## src/rtl/edge_event_arbiter.sv

```systemverilog
`default_nettype none
// ============================================================================
// Module   : edge_event_arbiter
// Purpose  : Per-channel rising/falling edge detection with one pending event
//            per channel, serialised round-robin onto a valid/ready port.
//            Define EDGE_ARB_B2B_EN for back-to-back grants (one event/cycle).
// Revision : 1.0 - initial release
// ============================================================================
module edge_event_arbiter #(
  parameter int NUM_CH = 4,
  parameter int IDX_W  = 2
) (
  input  logic              clk,
  input  logic              reset,
  input  logic [NUM_CH-1:0] a_in,
  input  logic [NUM_CH-1:0] pos_en,
  input  logic [NUM_CH-1:0] neg_en,
  output logic              evt_valid,
  input  logic              evt_ready,
  output logic [IDX_W-1:0]  evt_ch,
  output logic              evt_pol,
  output logic [NUM_CH-1:0] ovf,
  input  logic [NUM_CH-1:0] ovf_clr
);

  typedef enum logic [0:0] {
    IDLE  = 1'b0,
    OFFER = 1'b1
  } state_t;

  localparam logic [IDX_W-1:0] c_LAST_CH = IDX_W'(NUM_CH - 1);

  state_t            state_q, state_d;
  logic              armed_q, armed_d;
  logic [NUM_CH-1:0] prev_q, prev_d;
  logic [NUM_CH-1:0] pending_q, pending_d;
  logic [NUM_CH-1:0] pol_q, pol_d;
  logic [NUM_CH-1:0] ovf_q, ovf_d;
  logic [IDX_W-1:0]  rr_q, rr_d;
  logic [IDX_W-1:0]  evt_ch_q, evt_ch_d;
  logic              evt_valid_q, evt_valid_d;
  logic              evt_pol_q, evt_pol_d;

  logic [NUM_CH-1:0] w_rise, w_fall, w_edge, w_accept, w_grant_oh;
  logic [IDX_W-1:0]  w_hi_idx, w_lo_idx, w_grant_idx;
  logic              w_hi_found, w_lo_found, w_do_grant;

  // The first cycle after reset only captures a_in so a level held high
  // through reset is never mistaken for a rising edge.
  always_comb begin
    prev_d  = a_in;
    armed_d = 1'b1;
    w_rise  = armed_q ? (a_in & ~prev_q & pos_en) : '0;
    w_fall  = armed_q ? (~a_in & prev_q & neg_en) : '0;
    w_edge  = w_rise | w_fall;
  end

  // Round-robin: lowest pending index at or above rr, otherwise wrap to the
  // lowest pending index overall.
  always_comb begin
    w_hi_found = 1'b0;
    w_lo_found = 1'b0;
    w_hi_idx   = '0;
    w_lo_idx   = '0;
    for (int i = NUM_CH - 1; i >= 0; i--) begin
      if (pending_q[i]) begin
        if (IDX_W'(i) >= rr_q) begin
          w_hi_found = 1'b1;
          w_hi_idx   = IDX_W'(i);
        end
        w_lo_found = 1'b1;
        w_lo_idx   = IDX_W'(i);
      end
    end
    w_grant_idx = w_hi_found ? w_hi_idx : w_lo_idx;
  end

  always_comb begin
    state_d     = state_q;
    evt_valid_d = evt_valid_q;
    evt_ch_d    = evt_ch_q;
    evt_pol_d   = evt_pol_q;
    rr_d        = rr_q;
    w_do_grant  = 1'b0;
    case (state_q)
      IDLE: begin
        w_do_grant = w_lo_found;
      end
      OFFER: begin
        if (evt_ready) begin
`ifdef EDGE_ARB_B2B_EN
          if (w_lo_found) begin
            w_do_grant = 1'b1;
          end else begin
            evt_valid_d = 1'b0;
            state_d     = IDLE;
          end
`else
          evt_valid_d = 1'b0;
          state_d     = IDLE;
`endif
        end
      end
      default: begin
        evt_valid_d = 1'b0;
        state_d     = IDLE;
      end
    endcase
    if (w_do_grant) begin
      evt_valid_d = 1'b1;
      evt_ch_d    = w_grant_idx;
      evt_pol_d   = pol_q[w_grant_idx];
      rr_d        = (w_grant_idx == c_LAST_CH) ? '0 : w_grant_idx + IDX_W'(1);
      state_d     = OFFER;
    end
  end

  // A channel being granted this cycle frees its slot, so a simultaneous new
  // edge on it is accepted instead of counted as overflow.
  always_comb begin
    for (int i = 0; i < NUM_CH; i++) begin
      w_grant_oh[i] = w_do_grant && (w_grant_idx == IDX_W'(i));
    end
    w_accept  = w_edge & (~pending_q | w_grant_oh);
    pending_d = (pending_q & ~w_grant_oh) | w_accept;
    pol_d     = (pol_q & ~w_accept) | (w_rise & w_accept);
    ovf_d     = (ovf_q & ~ovf_clr) | (w_edge & pending_q & ~w_grant_oh);
  end

  always_ff @(posedge clk or negedge reset) begin
    if (!reset) begin
      state_q     <= IDLE;
      armed_q     <= 1'b0;
      prev_q      <= '0;
      pending_q   <= '0;
      pol_q       <= '0;
      ovf_q       <= '0;
      rr_q        <= '0;
      evt_ch_q    <= '0;
      evt_valid_q <= 1'b0;
      evt_pol_q   <= 1'b0;
    end else begin
      state_q     <= state_d;
      armed_q     <= armed_d;
      prev_q      <= prev_d;
      pending_q   <= pending_d;
      pol_q       <= pol_d;
      ovf_q       <= ovf_d;
      rr_q        <= rr_d;
      evt_ch_q    <= evt_ch_d;
      evt_valid_q <= evt_valid_d;
      evt_pol_q   <= evt_pol_d;
    end
  end

  assign evt_valid = evt_valid_q;
  assign evt_ch    = evt_ch_q;
  assign evt_pol   = evt_pol_q;
  assign ovf       = ovf_q;

endmodule
`default_nettype wire

```

## config.mk

```make
export PLATFORM = sky130hd
export DESIGN_NAME = edge_event_arbiter
export DESIGN_NICKNAME = d
export VERILOG_FILES = /design/src/rtl/edge_event_arbiter.sv
export SDC_FILE = /design/constraint.sdc
export NUM_CORES = 1
export LEC_CHECK = 0
export ABC_CLOCK_PERIOD_IN_PS = 2000
export CAP_MARGIN = 40
export CELL_PAD_IN_SITES_DETAIL_PLACEMENT = 1
export CELL_PAD_IN_SITES_GLOBAL_PLACEMENT = 2
export CORE_UTILIZATION = 27
export DETAILED_ROUTE_END_ITERATION = 16
export PLACE_DENSITY = 0.73
export SLEW_MARGIN = 20
export SYNTH_ARGS = -nofsm -noshare
export SYNTH_HDL_FRONTEND = slang
export SYNTH_SLANG_ARGS = --single-unit
```

## constraint.sdc

```tcl
create_clock -name clk -period 2 [get_ports clk]
set_clock_uncertainty 0.2 [all_clocks]
set_input_delay 0.6 -clock clk [delete_from_list [all_inputs] [get_ports clk]]
set_output_delay 0.6 -clock clk [all_outputs]
set_load 0.02 [all_outputs]
```

==> results_dict.tcl <==
set metrics [dict create \
    dp_hpwl_um 1929 \
    dp.cells 182 \
    r2r_setup_slack_ns 0.06 \
    ioPinCount 27 \
    reg2reg_from "rr_q[0]$_DFFE_PN0P_" \
    finalCriticalPeriod_ns 1.940 \
    final_nets 164 \
    crit_type "reg -> reg" \
    synth_fa_ha_area_share_pct 4.474 \
    grtUsageTotal_pct 13.76 \
    start_util_pct 27.96 \
    ys_ff_latch 24 \
    peakVddDrop_mv 0.5114 \
    syn_area_sq_um 1119 \
    grt_pass1_vias 1033 \
    drv_cap 0 \
    nFillCells 441 \
    fin_crit_sh_pct 96.99 \
    final-setup-viol-count 0 \
    cp.arrival_ns 1.90 \
    grt_max_degree 25 \
    core_area_sq_um 4000 \
    r2r_cells 9 \
    synth_nets 121 \
    stdcell_count 189 \
    dieArea_sq_um 4404 \
    critPathLaunch "rr_q[0]$_DFFE_PN0P_" \
    via_per_inst 4.656 \
    detail-route-antenna-nets 0 \
    met1_usage_pct 15.40 \
    final_common_cell "dfrtp_1" \
    met2_usage_pct 25.00 \
    hold_path.class "reg -> reg" \
    overflow 0 \
    clock_path_buffers 2 \
    endpoint_kind "register" \
    fin_tns_setup_ns 0 \
    die_x_um 66.37 \
    grt_setup_unrepaired "true" \
    critical_path_peak_fanout 5 \
    synth_top_family_by_area "compound AO/OA/AOI/OAI gates" \
    cts_sinks 24 \
    final_max_slew_viol_count 0 \
    syn_inst 98 \
    gp_congestion 0.7946 \
    wl_per_cell_um 13.68 \
    drtIter0Drc 10 \
    synth-compound-area-share_pct 16.33 \
    wirelength_um 2586 \
    syn_area_per_cell_sq_um 11.41 \
    cts_root_buf "clkbuf_8" \
    die_h_um 66.37 \
    drt_pass1_iterations 3 \
    status "finished, final reports clean" \
    cts_hold_buf 0 \
    drive_gt1_share_pct 23.02 \
    synthSimpleGateAreaFrac_pct 14.65 \
    p_per_area_nw_per_um2 1446 \
    busiest_layer "met2" \
    clk_latency_ns 0.26 \
    final_core_util_pct 40.10 \
    fmax_ghz 0.5155 \
    synthMuxAreaShare_pct 6.488 \
    portBuffers 26 \
    seq_area_frac_synth_pct 53.69 \
    ys_types 23 \
    diodes 0 \
    drc 0 \
    path_clk_slew_ns 0.08 \
    cts_buffers 3 \
    final_cell_mix "20 x dfrtp_1, 18 x clkdlybuf4s50_1, 12 x buf_4" \
    ys_warn_count 0 \
    worstPathRequired_ns 1.96 \
    antenna_found_initial 0 \
    cts_tree "done" \
    htreeDepth 1 \
    p_leak_uw 0.0007619 \
    total_power_uw 2320 \
    grtUsageMet3_pct 2.759 \
    vias 880 \
    placementRows 23 \
    worst_setup_path_start_kind "register" \
    synth_xor_area_share_pct 0 \
    grt_pass1_wl_um 4505 \
    syn_to_final_growth_pct 43.40 \
    finalHoldViolCount 0 \
]
==> layer usage <==
metal  vias to the layer above  wire length [um]
li1                        430                 -
met1                       431              1098
met2                        15              1376
met3                         4                80
met4                         0                31
met5                         -                 0
==> kinds of logic after synthesis <==
group / Yosys count
buffers and inverters: 12
other: 1
flip-flops: 24
adder cells (fa/ha/maj): 4
AND/OR/NAND/NOR: 25
AO/OA/AOI/OAI: 25
multiplexers: 7
==> critical path: stages (launching register included) <==
cell	delay, ns
dfrtp_2	0.45
a21boi_1	0.16
o22ai_1	0.11
a21oi_2	0.21
inv_1	0.10
ha_1	0.19
inv_1	0.05
o21ai_1	0.07
buf_4	0.16
a21o_1	0.14
==> repair_timing <==
action | in CTS | in global routing
pin swaps | 0 | 2
buffers inserted | 2 | 2
resized for setup | 12 | 15
endpoints found under the setup margin | 17 | 14
==> cell usage after synthesis (all sizes together) <==
cell type / number / share of area (%)
a21boi: 5 / 3.4
a21o: 4 / 2.7
a21oi: 2 / 0.89
a221oi: 1 / 2.3
and4b: 8 / 7.2
clkbuf: 1 / 0.34
conb: 1 / 0.34
dfrtp: 24 / 54
ha: 4 / 4.5
inv: 11 / 3.7
mux2: 2 / 2.0
mux2i: 5 / 4.5
nand2: 6 / 2.0
nand3: 1 / 0.45
nand3b: 2 / 1.3
nor2: 7 / 2.6
nor4: 1 / 1.1
o211a: 1 / 0.89
o21a: 1 / 0.67
o21ai: 6 / 2.7
o22ai: 5 / 2.8
==> how the worst min path moves through the flow <==
stage	startpoint	end	slack (ns)	cells past startpoint
after global placement	evt_ch[1]$_DFFE_PN0P_	evt_ch[1]$_DFFE_PN0P_	0.30	1
final	evt_ch[1]$_DFFE_PN0P_	evt_ch[1]$_DFFE_PN0P_	0.31	1
after detailed placement	evt_ch[1]$_DFFE_PN0P_	evt_ch[1]$_DFFE_PN0P_	0.31	1
after floorplan	reset	async pin	0.10	0
after global routing	evt_ch[1]$_DFFE_PN0P_	evt_ch[1]$_DFFE_PN0P_	0.35	1
after CTS	evt_ch[1]$_DFFE_PN0P_	evt_ch[1]$_DFFE_PN0P_	0.32	1
==> layout make-up <==
type | count | area [sq um] | share of cell area (%)
Inverter | 11 | 41.29 | 2.574
Tap cell | 50 | 62.56 | 3.900
Multi-Input combinational cell | 62 | 501.7 | 31.28
Timing Repair Buffer | 39 | 351.6 | 21.92
Sequential cell | 24 | 605.6 | 37.75
Clock buffer | 3 | 41.29 | 2.574
==> report_power, final <==
| part | total (uW) | internal (uW) | switching (uW) |
|---|---|---|---|
| Clock | 281 | 134 | 147 |
| Sequential | 818 | 654 | 164 |
| Combinational | 1220 | 643 | 577 |
| Total | 2320 | 1430 | 889 |
==> through the flow <==
step                      hold slack [ns]  instance area (sq um)  worst slack, ns
final                              0.3127                   1604          0.06028
after global routing               0.3470                   1604         -0.05169
after CTS                          0.3220                   1562         0.001118
after detailed placement           0.3074                   1509          -0.1326
after global placement             0.2970                   1509       -0.0006113
after floorplan                    0.1044                   1122          0.01983
No activity file was read; power rests on OpenSTA's default activity.
